[src/rtl/axi4lite_pkg.sv]
// Shared definitions for the AXI4-Lite master/slave pair and the request arbiter
// in front of the master: arbiter states, default widths and response codes.
package axi4lite_pkg;

    typedef enum logic [1:0] {
        ST_IDLE  = 2'b00,
        ST_ISSUE = 2'b01,
        ST_WAIT  = 2'b10,
        ST_RESP  = 2'b11
    } arb_state_e;

    localparam int DEF_ADDR_W = 2;
    localparam int DEF_DATA_W = 8;

    localparam logic [1:0] RESP_OKAY   = 2'b00;
    localparam logic [1:0] RESP_SLVERR = 2'b10;

endpackage

[src/rtl/axi4lite_req_arbiter_if.sv]
// Requester-side and master-side signals of the request arbiter. The slave modport
// is the arbiter's view; the master modport is the view of the surrounding system.
interface axi4lite_req_arbiter_if
    import axi4lite_pkg::*;
#(
    parameter int NREQ   = 2,
    parameter int ADDR_W = DEF_ADDR_W,
    parameter int DATA_W = DEF_DATA_W
);
    logic [NREQ-1:0]        req_valid;
    logic [NREQ-1:0]        req_write;
    logic [NREQ*ADDR_W-1:0] req_addr;
    logic [NREQ*DATA_W-1:0] req_wdata;
    logic [NREQ-1:0]        req_ready;
    logic [NREQ-1:0]        rsp_valid;
    logic [DATA_W-1:0]      rsp_rdata;
    logic                   rsp_err;
    logic                   busy;
    logic                   mst_start_write;
    logic                   mst_start_read;
    logic [ADDR_W-1:0]      mst_write_addr;
    logic [ADDR_W-1:0]      mst_read_addr;
    logic [DATA_W-1:0]      mst_wdata;
    logic [DATA_W-1:0]      mst_rdata;
    logic                   mst_done;

    modport slave (
        input  req_valid, req_write, req_addr, req_wdata, mst_rdata, mst_done,
        output req_ready, rsp_valid, rsp_rdata, rsp_err, busy,
               mst_start_write, mst_start_read, mst_write_addr, mst_read_addr, mst_wdata
    );

    modport master (
        output req_valid, req_write, req_addr, req_wdata, mst_rdata, mst_done,
        input  req_ready, rsp_valid, rsp_rdata, rsp_err, busy,
               mst_start_write, mst_start_read, mst_write_addr, mst_read_addr, mst_wdata
    );

endinterface

[src/rtl/rr_grant_picker.sv]
// Combinational round-robin pick: first set req_valid bit at or above rr_ptr,
// wrapping at NREQ, returned as a one-hot grant plus its index.
module rr_grant_picker #(
    parameter int NREQ  = 2,
    parameter int IDX_W = 1
) (
    input  logic [NREQ-1:0]  req_valid,
    input  logic [IDX_W-1:0] rr_ptr,
    output logic [NREQ-1:0]  grant,
    output logic [IDX_W-1:0] idx,
    output logic             any
);
    logic [NREQ-1:0]  grant_s;
    logic [IDX_W-1:0] idx_s;
    logic [IDX_W-1:0] cand_s;
    logic             found_s;
    logic             hit_s;

    // Scan candidates in priority order; the first hit locks out the rest.
    always_comb begin
        grant_s = '0;
        idx_s   = '0;
        cand_s  = '0;
        found_s = 1'b0;
        hit_s   = 1'b0;
        for (int i = 0; i < NREQ; i++) begin
            cand_s          = IDX_W'((int'(rr_ptr) + i) % NREQ);
            hit_s           = !found_s && req_valid[cand_s];
            grant_s[cand_s] = grant_s[cand_s] | hit_s;
            idx_s           = hit_s ? cand_s : idx_s;
            found_s         = found_s | hit_s;
        end
    end

    assign grant = grant_s;
    assign idx   = idx_s;
    assign any   = found_s;

endmodule

[src/rtl/axi4lite_req_arbiter.sv]
// Round-robin arbiter sharing one AXI4-Lite master command port among NREQ requesters.
// Optional WAIT watchdog with rsp_err reporting: define AXI4LITE_ARB_TIMEOUT_EN.
module axi4lite_req_arbiter
    import axi4lite_pkg::*;
#(
    parameter int NREQ           = 2,
    parameter int ADDR_W         = DEF_ADDR_W,
    parameter int DATA_W         = DEF_DATA_W,
    parameter int TIMEOUT_CYCLES = 64
) (
    input logic                   clk,
    input logic                   rst_n,
    axi4lite_req_arbiter_if.slave bus
);
    localparam int IDX_W = (NREQ > 1) ? $clog2(NREQ) : 1;

    arb_state_e        state_r;
    logic [IDX_W-1:0]  rr_ptr_r;
    logic [IDX_W-1:0]  gnt_idx_r;
    logic [NREQ-1:0]   gnt_oh_r;
    logic              cmd_write_r;
    logic [NREQ-1:0]   req_ready_r;
    logic [NREQ-1:0]   rsp_valid_r;
    logic [DATA_W-1:0] rsp_rdata_r;
    logic              rsp_err_r;
    logic              busy_r;
    logic              mst_start_write_r;
    logic              mst_start_read_r;
    logic [ADDR_W-1:0] mst_addr_r;
    logic [DATA_W-1:0] mst_wdata_r;

    logic [NREQ-1:0]   pick_grant_s;
    logic [IDX_W-1:0]  pick_idx_s;
    logic              pick_any_s;

`ifdef AXI4LITE_ARB_TIMEOUT_EN
    localparam int TMO_W = ($clog2(TIMEOUT_CYCLES + 1) > 8) ? $clog2(TIMEOUT_CYCLES + 1) : 8;
    logic [TMO_W-1:0]  tmo_cnt_r;
`endif

    rr_grant_picker #(
        .NREQ  (NREQ),
        .IDX_W (IDX_W)
    ) u_picker (
        .req_valid (bus.req_valid),
        .rr_ptr    (rr_ptr_r),
        .grant     (pick_grant_s),
        .idx       (pick_idx_s),
        .any       (pick_any_s)
    );

    // Arbiter FSM; every output is a register, pulses default low each cycle.
    always_ff @(posedge clk or negedge rst_n) begin
        if (!rst_n) begin
            state_r           <= ST_IDLE;
            rr_ptr_r          <= '0;
            gnt_idx_r         <= '0;
            gnt_oh_r          <= '0;
            cmd_write_r       <= 1'b0;
            req_ready_r       <= '0;
            rsp_valid_r       <= '0;
            rsp_rdata_r       <= '0;
            rsp_err_r         <= 1'b0;
            busy_r            <= 1'b0;
            mst_start_write_r <= 1'b0;
            mst_start_read_r  <= 1'b0;
            mst_addr_r        <= '0;
            mst_wdata_r       <= '0;
`ifdef AXI4LITE_ARB_TIMEOUT_EN
            tmo_cnt_r         <= '0;
`endif
        end else begin
            req_ready_r       <= '0;
            rsp_valid_r       <= '0;
            mst_start_write_r <= 1'b0;
            mst_start_read_r  <= 1'b0;
            case (state_r)
                ST_IDLE: begin
                    if (pick_any_s) begin
                        // Start pulse and address become visible together during ISSUE.
                        gnt_idx_r         <= pick_idx_s;
                        gnt_oh_r          <= pick_grant_s;
                        req_ready_r       <= pick_grant_s;
                        cmd_write_r       <= bus.req_write[pick_idx_s];
                        mst_start_write_r <= bus.req_write[pick_idx_s];
                        mst_start_read_r  <= !bus.req_write[pick_idx_s];
                        mst_addr_r        <= bus.req_addr[pick_idx_s*ADDR_W +: ADDR_W];
                        mst_wdata_r       <= bus.req_wdata[pick_idx_s*DATA_W +: DATA_W];
                        busy_r            <= 1'b1;
                        state_r           <= ST_ISSUE;
                    end else begin
                        state_r <= ST_IDLE;
                    end
                end
                ST_ISSUE: begin
`ifdef AXI4LITE_ARB_TIMEOUT_EN
                    tmo_cnt_r <= '0;
`endif
                    state_r   <= ST_WAIT;
                end
                ST_WAIT: begin
                    if (bus.mst_done) begin
                        rsp_valid_r <= gnt_oh_r;
                        rsp_rdata_r <= cmd_write_r ? {DATA_W{1'b0}} : bus.mst_rdata;
                        rsp_err_r   <= 1'b0;
                        state_r     <= ST_RESP;
                    end
`ifdef AXI4LITE_ARB_TIMEOUT_EN
                    else if (tmo_cnt_r == TMO_W'(TIMEOUT_CYCLES - 1)) begin
                        rsp_valid_r <= gnt_oh_r;
                        rsp_rdata_r <= '0;
                        rsp_err_r   <= 1'b1;
                        state_r     <= ST_RESP;
                    end else begin
                        tmo_cnt_r <= tmo_cnt_r + TMO_W'(1);
                    end
`else
                    else begin
                        state_r <= ST_WAIT;
                    end
`endif
                end
                ST_RESP: begin
                    rr_ptr_r <= (gnt_idx_r == IDX_W'(NREQ - 1)) ? {IDX_W{1'b0}} : gnt_idx_r + IDX_W'(1);
                    busy_r   <= 1'b0;
                    state_r  <= ST_IDLE;
                end
                default: begin
                    busy_r  <= 1'b0;
                    state_r <= ST_IDLE;
                end
            endcase
        end
    end

    assign bus.req_ready       = req_ready_r;
    assign bus.rsp_valid       = rsp_valid_r;
    assign bus.rsp_rdata       = rsp_rdata_r;
    assign bus.rsp_err         = rsp_err_r;
    assign bus.busy            = busy_r;
    assign bus.mst_start_write = mst_start_write_r;
    assign bus.mst_start_read  = mst_start_read_r;
    assign bus.mst_write_addr  = mst_addr_r;
    assign bus.mst_read_addr   = mst_addr_r;
    assign bus.mst_wdata       = mst_wdata_r;

endmodule

[src/flat_wrapper.sv]
// flat-port wrapper written by rule: the top's interface ports become plain ports
module axi4lite_req_arbiter_flat import axi4lite_pkg::*;
#(
    parameter int NREQ           = 2,
    parameter int ADDR_W         = DEF_ADDR_W,
    parameter int DATA_W         = DEF_DATA_W,
    parameter int TIMEOUT_CYCLES = 64
)
  (clk, rst_n, bus_req_valid, bus_req_write, bus_req_addr, bus_req_wdata, bus_mst_rdata, bus_mst_done, bus_req_ready, bus_rsp_valid, bus_rsp_rdata, bus_rsp_err, bus_busy, bus_mst_start_write, bus_mst_start_read, bus_mst_write_addr, bus_mst_read_addr, bus_mst_wdata);
  axi4lite_req_arbiter_if #(.NREQ(NREQ), .ADDR_W(ADDR_W), .DATA_W(DATA_W)) bus_i ();
  input logic clk;
  input logic rst_n;
  input wire logic [$bits(bus_i.req_valid)-1:0] bus_req_valid;
  input wire logic [$bits(bus_i.req_write)-1:0] bus_req_write;
  input wire logic [$bits(bus_i.req_addr)-1:0] bus_req_addr;
  input wire logic [$bits(bus_i.req_wdata)-1:0] bus_req_wdata;
  input wire logic [$bits(bus_i.mst_rdata)-1:0] bus_mst_rdata;
  input wire logic [$bits(bus_i.mst_done)-1:0] bus_mst_done;
  output wire logic [$bits(bus_i.req_ready)-1:0] bus_req_ready;
  output wire logic [$bits(bus_i.rsp_valid)-1:0] bus_rsp_valid;
  output wire logic [$bits(bus_i.rsp_rdata)-1:0] bus_rsp_rdata;
  output wire logic [$bits(bus_i.rsp_err)-1:0] bus_rsp_err;
  output wire logic [$bits(bus_i.busy)-1:0] bus_busy;
  output wire logic [$bits(bus_i.mst_start_write)-1:0] bus_mst_start_write;
  output wire logic [$bits(bus_i.mst_start_read)-1:0] bus_mst_start_read;
  output wire logic [$bits(bus_i.mst_write_addr)-1:0] bus_mst_write_addr;
  output wire logic [$bits(bus_i.mst_read_addr)-1:0] bus_mst_read_addr;
  output wire logic [$bits(bus_i.mst_wdata)-1:0] bus_mst_wdata;
  assign bus_i.req_valid = bus_req_valid;
  assign bus_i.req_write = bus_req_write;
  assign bus_i.req_addr = bus_req_addr;
  assign bus_i.req_wdata = bus_req_wdata;
  assign bus_i.mst_rdata = bus_mst_rdata;
  assign bus_i.mst_done = bus_mst_done;
  assign bus_req_ready = bus_i.req_ready;
  assign bus_rsp_valid = bus_i.rsp_valid;
  assign bus_rsp_rdata = bus_i.rsp_rdata;
  assign bus_rsp_err = bus_i.rsp_err;
  assign bus_busy = bus_i.busy;
  assign bus_mst_start_write = bus_i.mst_start_write;
  assign bus_mst_start_read = bus_i.mst_start_read;
  assign bus_mst_write_addr = bus_i.mst_write_addr;
  assign bus_mst_read_addr = bus_i.mst_read_addr;
  assign bus_mst_wdata = bus_i.mst_wdata;
  axi4lite_req_arbiter #(.NREQ(NREQ), .ADDR_W(ADDR_W), .DATA_W(DATA_W), .TIMEOUT_CYCLES(TIMEOUT_CYCLES)) u_core (.clk(clk), .rst_n(rst_n), .bus(bus_i));
endmodule
[config.mk]
export PLATFORM = sky130hd
export DESIGN_NAME = axi4lite_req_arbiter_flat
export DESIGN_NICKNAME = d
export VERILOG_FILES = /design/src/rtl/axi4lite_pkg.sv /design/src/rtl/axi4lite_req_arbiter_if.sv /design/src/rtl/rr_grant_picker.sv /design/src/rtl/axi4lite_req_arbiter.sv /design/src/flat_wrapper.sv
export SDC_FILE = /design/constraint.sdc
export NUM_CORES = 1
export LEC_CHECK = 0
export ABC_CLOCK_PERIOD_IN_PS = 1900
export BUFFER_PORTS_ARGS = -buffer_cell sky130_fd_sc_hd__buf_2
export CAP_MARGIN = 20
export CELL_PAD_IN_SITES_DETAIL_PLACEMENT = 1
export CELL_PAD_IN_SITES_GLOBAL_PLACEMENT = 1
export CORE_UTILIZATION = 30
export CTS_CLUSTER_DIAMETER = 50
export DETAILED_ROUTE_END_ITERATION = 7
export HOLD_SLACK_MARGIN = 0.03
export MAX_ROUTING_LAYER = met4
export PLACE_DENSITY_LB_ADDON = 0.1
export SYNTH_ARGS = -nofsm -noshare
export SYNTH_HDL_FRONTEND = slang
export SYNTH_HIERARCHICAL = 1
export SYNTH_SLANG_ARGS = --single-unit
[constraint.sdc]
create_clock -name clk -period 1.9 [get_ports clk]
set_clock_uncertainty 0.05 [all_clocks]
set_input_delay 0.57 -clock clk [delete_from_list [all_inputs] [get_ports clk]]
set_output_delay 0.57 -clock clk [all_outputs]
set_load 0.05 [all_outputs]
==> metrics <==
status completed; Pint about 1.8 mW; slowest CP cell dfrtp_1; CP cell instances buf_2; Post-Layout Inst Area 1892 sq um; share of the synthesized area in the top cell type 0.5494; vias in the first global route ~1.2k; DRC violations left 0; clk_lat worst skew 280 ps; Synth-to-Final Area Change 29.79%; placed cell area 1802 sq um; share of cells above drive strength 1 0.4565; First-pass DRT Iterations 3; Syn Nets 159; Setup crit end kind primary output; Peak Freq roughly 640 MHz; Sequential Power Share 0.324; input/output buffers 61; FILL cells between 500 and 600; first-pass GRT wire length 5.809 mm; routed via count approximately 1.1k; largest net degree at the start of global routing 33; Mapped Cells 120; kind of start point of the critical path flip-flop; Power Density 1872 nW/um^2; Fin Setup TNS 0 ps; Antenna Nets Post-Route 0; switching share of total power 0.4894; Reg clk slew, reported paths around 70 ps; area of the mapped netlist approximately 1500 sq um; worst endpoint required time around 1300 ps; pre-CTS WS 244.1 ps; clk sinks 32; sequential share of the synthesized area 0.5494; die width 71.71 um; gr usage total 0.1556; Leak 0.9913 nW; PnR worst setup slack 337.1 ps; Nets 222; Period minus WS final 1563 ps; Vias/cell 4.746; DP HPWL 2.520 mm; Starting Density 0.3236; Rows 24; Post-CTS Setup Inserts 0; CTS tree done; count leader, synth dfrtp_1; cts repair resizes 0; max incr delay on CP 380 ps; Max H-tree Level 2; clock root cell clkbuf_8; unrepaired setup endpoints after global routing no; Post-synth EDFFs 0; antenna cells 0; initial antenna violation count 0; power share of the combinational group 0.525; final worst-path cycle share 0.8226; Crit path max-delay family flip-flops; synth top area cells dfrtp_1, mux2i_1, a21oi_1; post-synth top area cell dfrtp_1; Max FO, Critical Path 3; top cells by count, synth dfrtp_1, a21oi_1, mux2i_1; NetSw 1.734 mW; flops & latches, synth 32; Num CTS Buffers 5; Buf/Inv on CP 1; Post-CTS Hold Buffers 0; HP Class input port to asynchronous set/reset pin; drt first-iter violations 50; critical path class flip-flop to primary output; FFs w/ async S/R, synth 1.000; Die Span Y 71.71 um; Avg Cell Area, Syn 12.15 sq um; Slew Limit Fails 0; total wire length 3.483 mm; Congestion Overflow GR 0; VDD IR-drop max 711.4 uV; core area between 4000 and 5000 sq um; GP Congestion 0.6511; Final setup viols 0; final hold vios 0; Max-Cap Viols 0; clk buf depth 2; IO Count 63; yosys warns 6; Arr. time, crit path 940 ps; Die ar. 5142 sq um; Main synth FF type dfrtp_1; Netlist cell types 22; clock network power share 0.151; drt wl/cell 14.76 um
-- worst register-to-register path, delay by kind of cell, from the launching register on --
kind | cells | cell delay [ps]
fa+ha+maj | 1 | 230
buf+inv | 1 | 80
flops | 1 | 350
mux | 1 | 390
simple gates | 1 | 310
-- power by group through the flow --
stage,clock network (mW),registers [mW],logic (mW)
finish,0.534,1.15,1.86
global route,0.597,1.19,1.99
CTS,0.559,1.15,1.88
detailed placement,0,1.16,1.88
global placement,0,1.14,1.83
floorplan,0,1.87,0.730
-- cell usage in the layout, fill, tap and decap left out, drive strengths merged, types with 4 or more instances in the layout --
cell type and instances:
dfrtp 32, ha 4, a21oi 23, buf 65
clkbuf 8, mux2 11, inv 4, and3 4
nor2b 9, mux2i 12
-- cell families after synthesis --
| logic type | after synthesis | share of synthesized area |
|---|---|---|
| mux | 23 | 0.1751 |
| compound gates | 28 | 0.1021 |
| flops | 32 | 0.5494 |
| simple gates | 19 | 0.07639 |
| other cells | 1 | 0.002573 |
| buf+inv | 13 | 0.06008 |
| fa+ha+maj | 4 | 0.03434 |
-- state kept, by name, summed over array words and instances, names as in the netlist, 2 cells and up --
name                      flops
u_core/bus.rsp_valid          2
u_core/bus.mst_wdata          8
u_core/bus.mst_read_addr      2
u_core/bus.rsp_rdata          8
u_core/state_r                2
u_core/gnt_oh_r               2
u_core/bus.req_ready          2
-- routing by layer --
metal / global-route usage / vias to the layer above / part of all wire
met5: - / - / 0
met1: 0.1757 / 535 / 0.43
li1: - / 533 / -
met2: 0.2642 / 47 / 0.49
met4: 0.03922 / 0 / 0.011
met3: 0.05345 / 5 / 0.069
-- through the flow --
step / hold WS [ps] / power, mW / instances / util
6_report: 251.0 / 3.542 / 236 / 0.4200
5_1_grt: 284.1 / 3.782 / 236 / 0.4200
4_1_cts: 267.6 / 3.597 / 236 / 0.4200
3_5_place_dp: 399.9 / 3.041 / 228 / 0.4000
3_3_place_gp: 400.7 / 2.975 / 228 / 0.4000
2_1_floorplan: 224.4 / 2.601 / 120 / -
-- final timing paths --
path                                              from                         end  slack, ps  cells past startpoint
setup / recovery           u_core/bus.mst_read_addr[1]       bus_mst_write_addr[1]        340                      1
hold / removal                                   rst_n             u_core/rr_ptr_r        250                      2
setup reg to reg                     u_core/state_r[0]     u_core/bus.rsp_rdata[0]        370                      4
hold reg to reg                       u_core/gnt_idx_r             u_core/rr_ptr_r        410                      1
max in group asynchronous                        rst_n  u_core/bus.mst_start_write       1240                      2
min in group clk                      u_core/gnt_idx_r             u_core/rr_ptr_r        410                      1
-- final cells by class --
cell class	instances	area (sq um)	area share
Sequential cell	32	800.8	0.4233
Tap cell	52	65.06	0.03439
Multi-Input combinational cell	75	573.1	0.3029
Clock buffer	8	90.09	0.04762
Timing Repair Buffer	65	347.8	0.1839
Inverter	4	15.01	0.007937
Power figures use the tool's default switching activity.
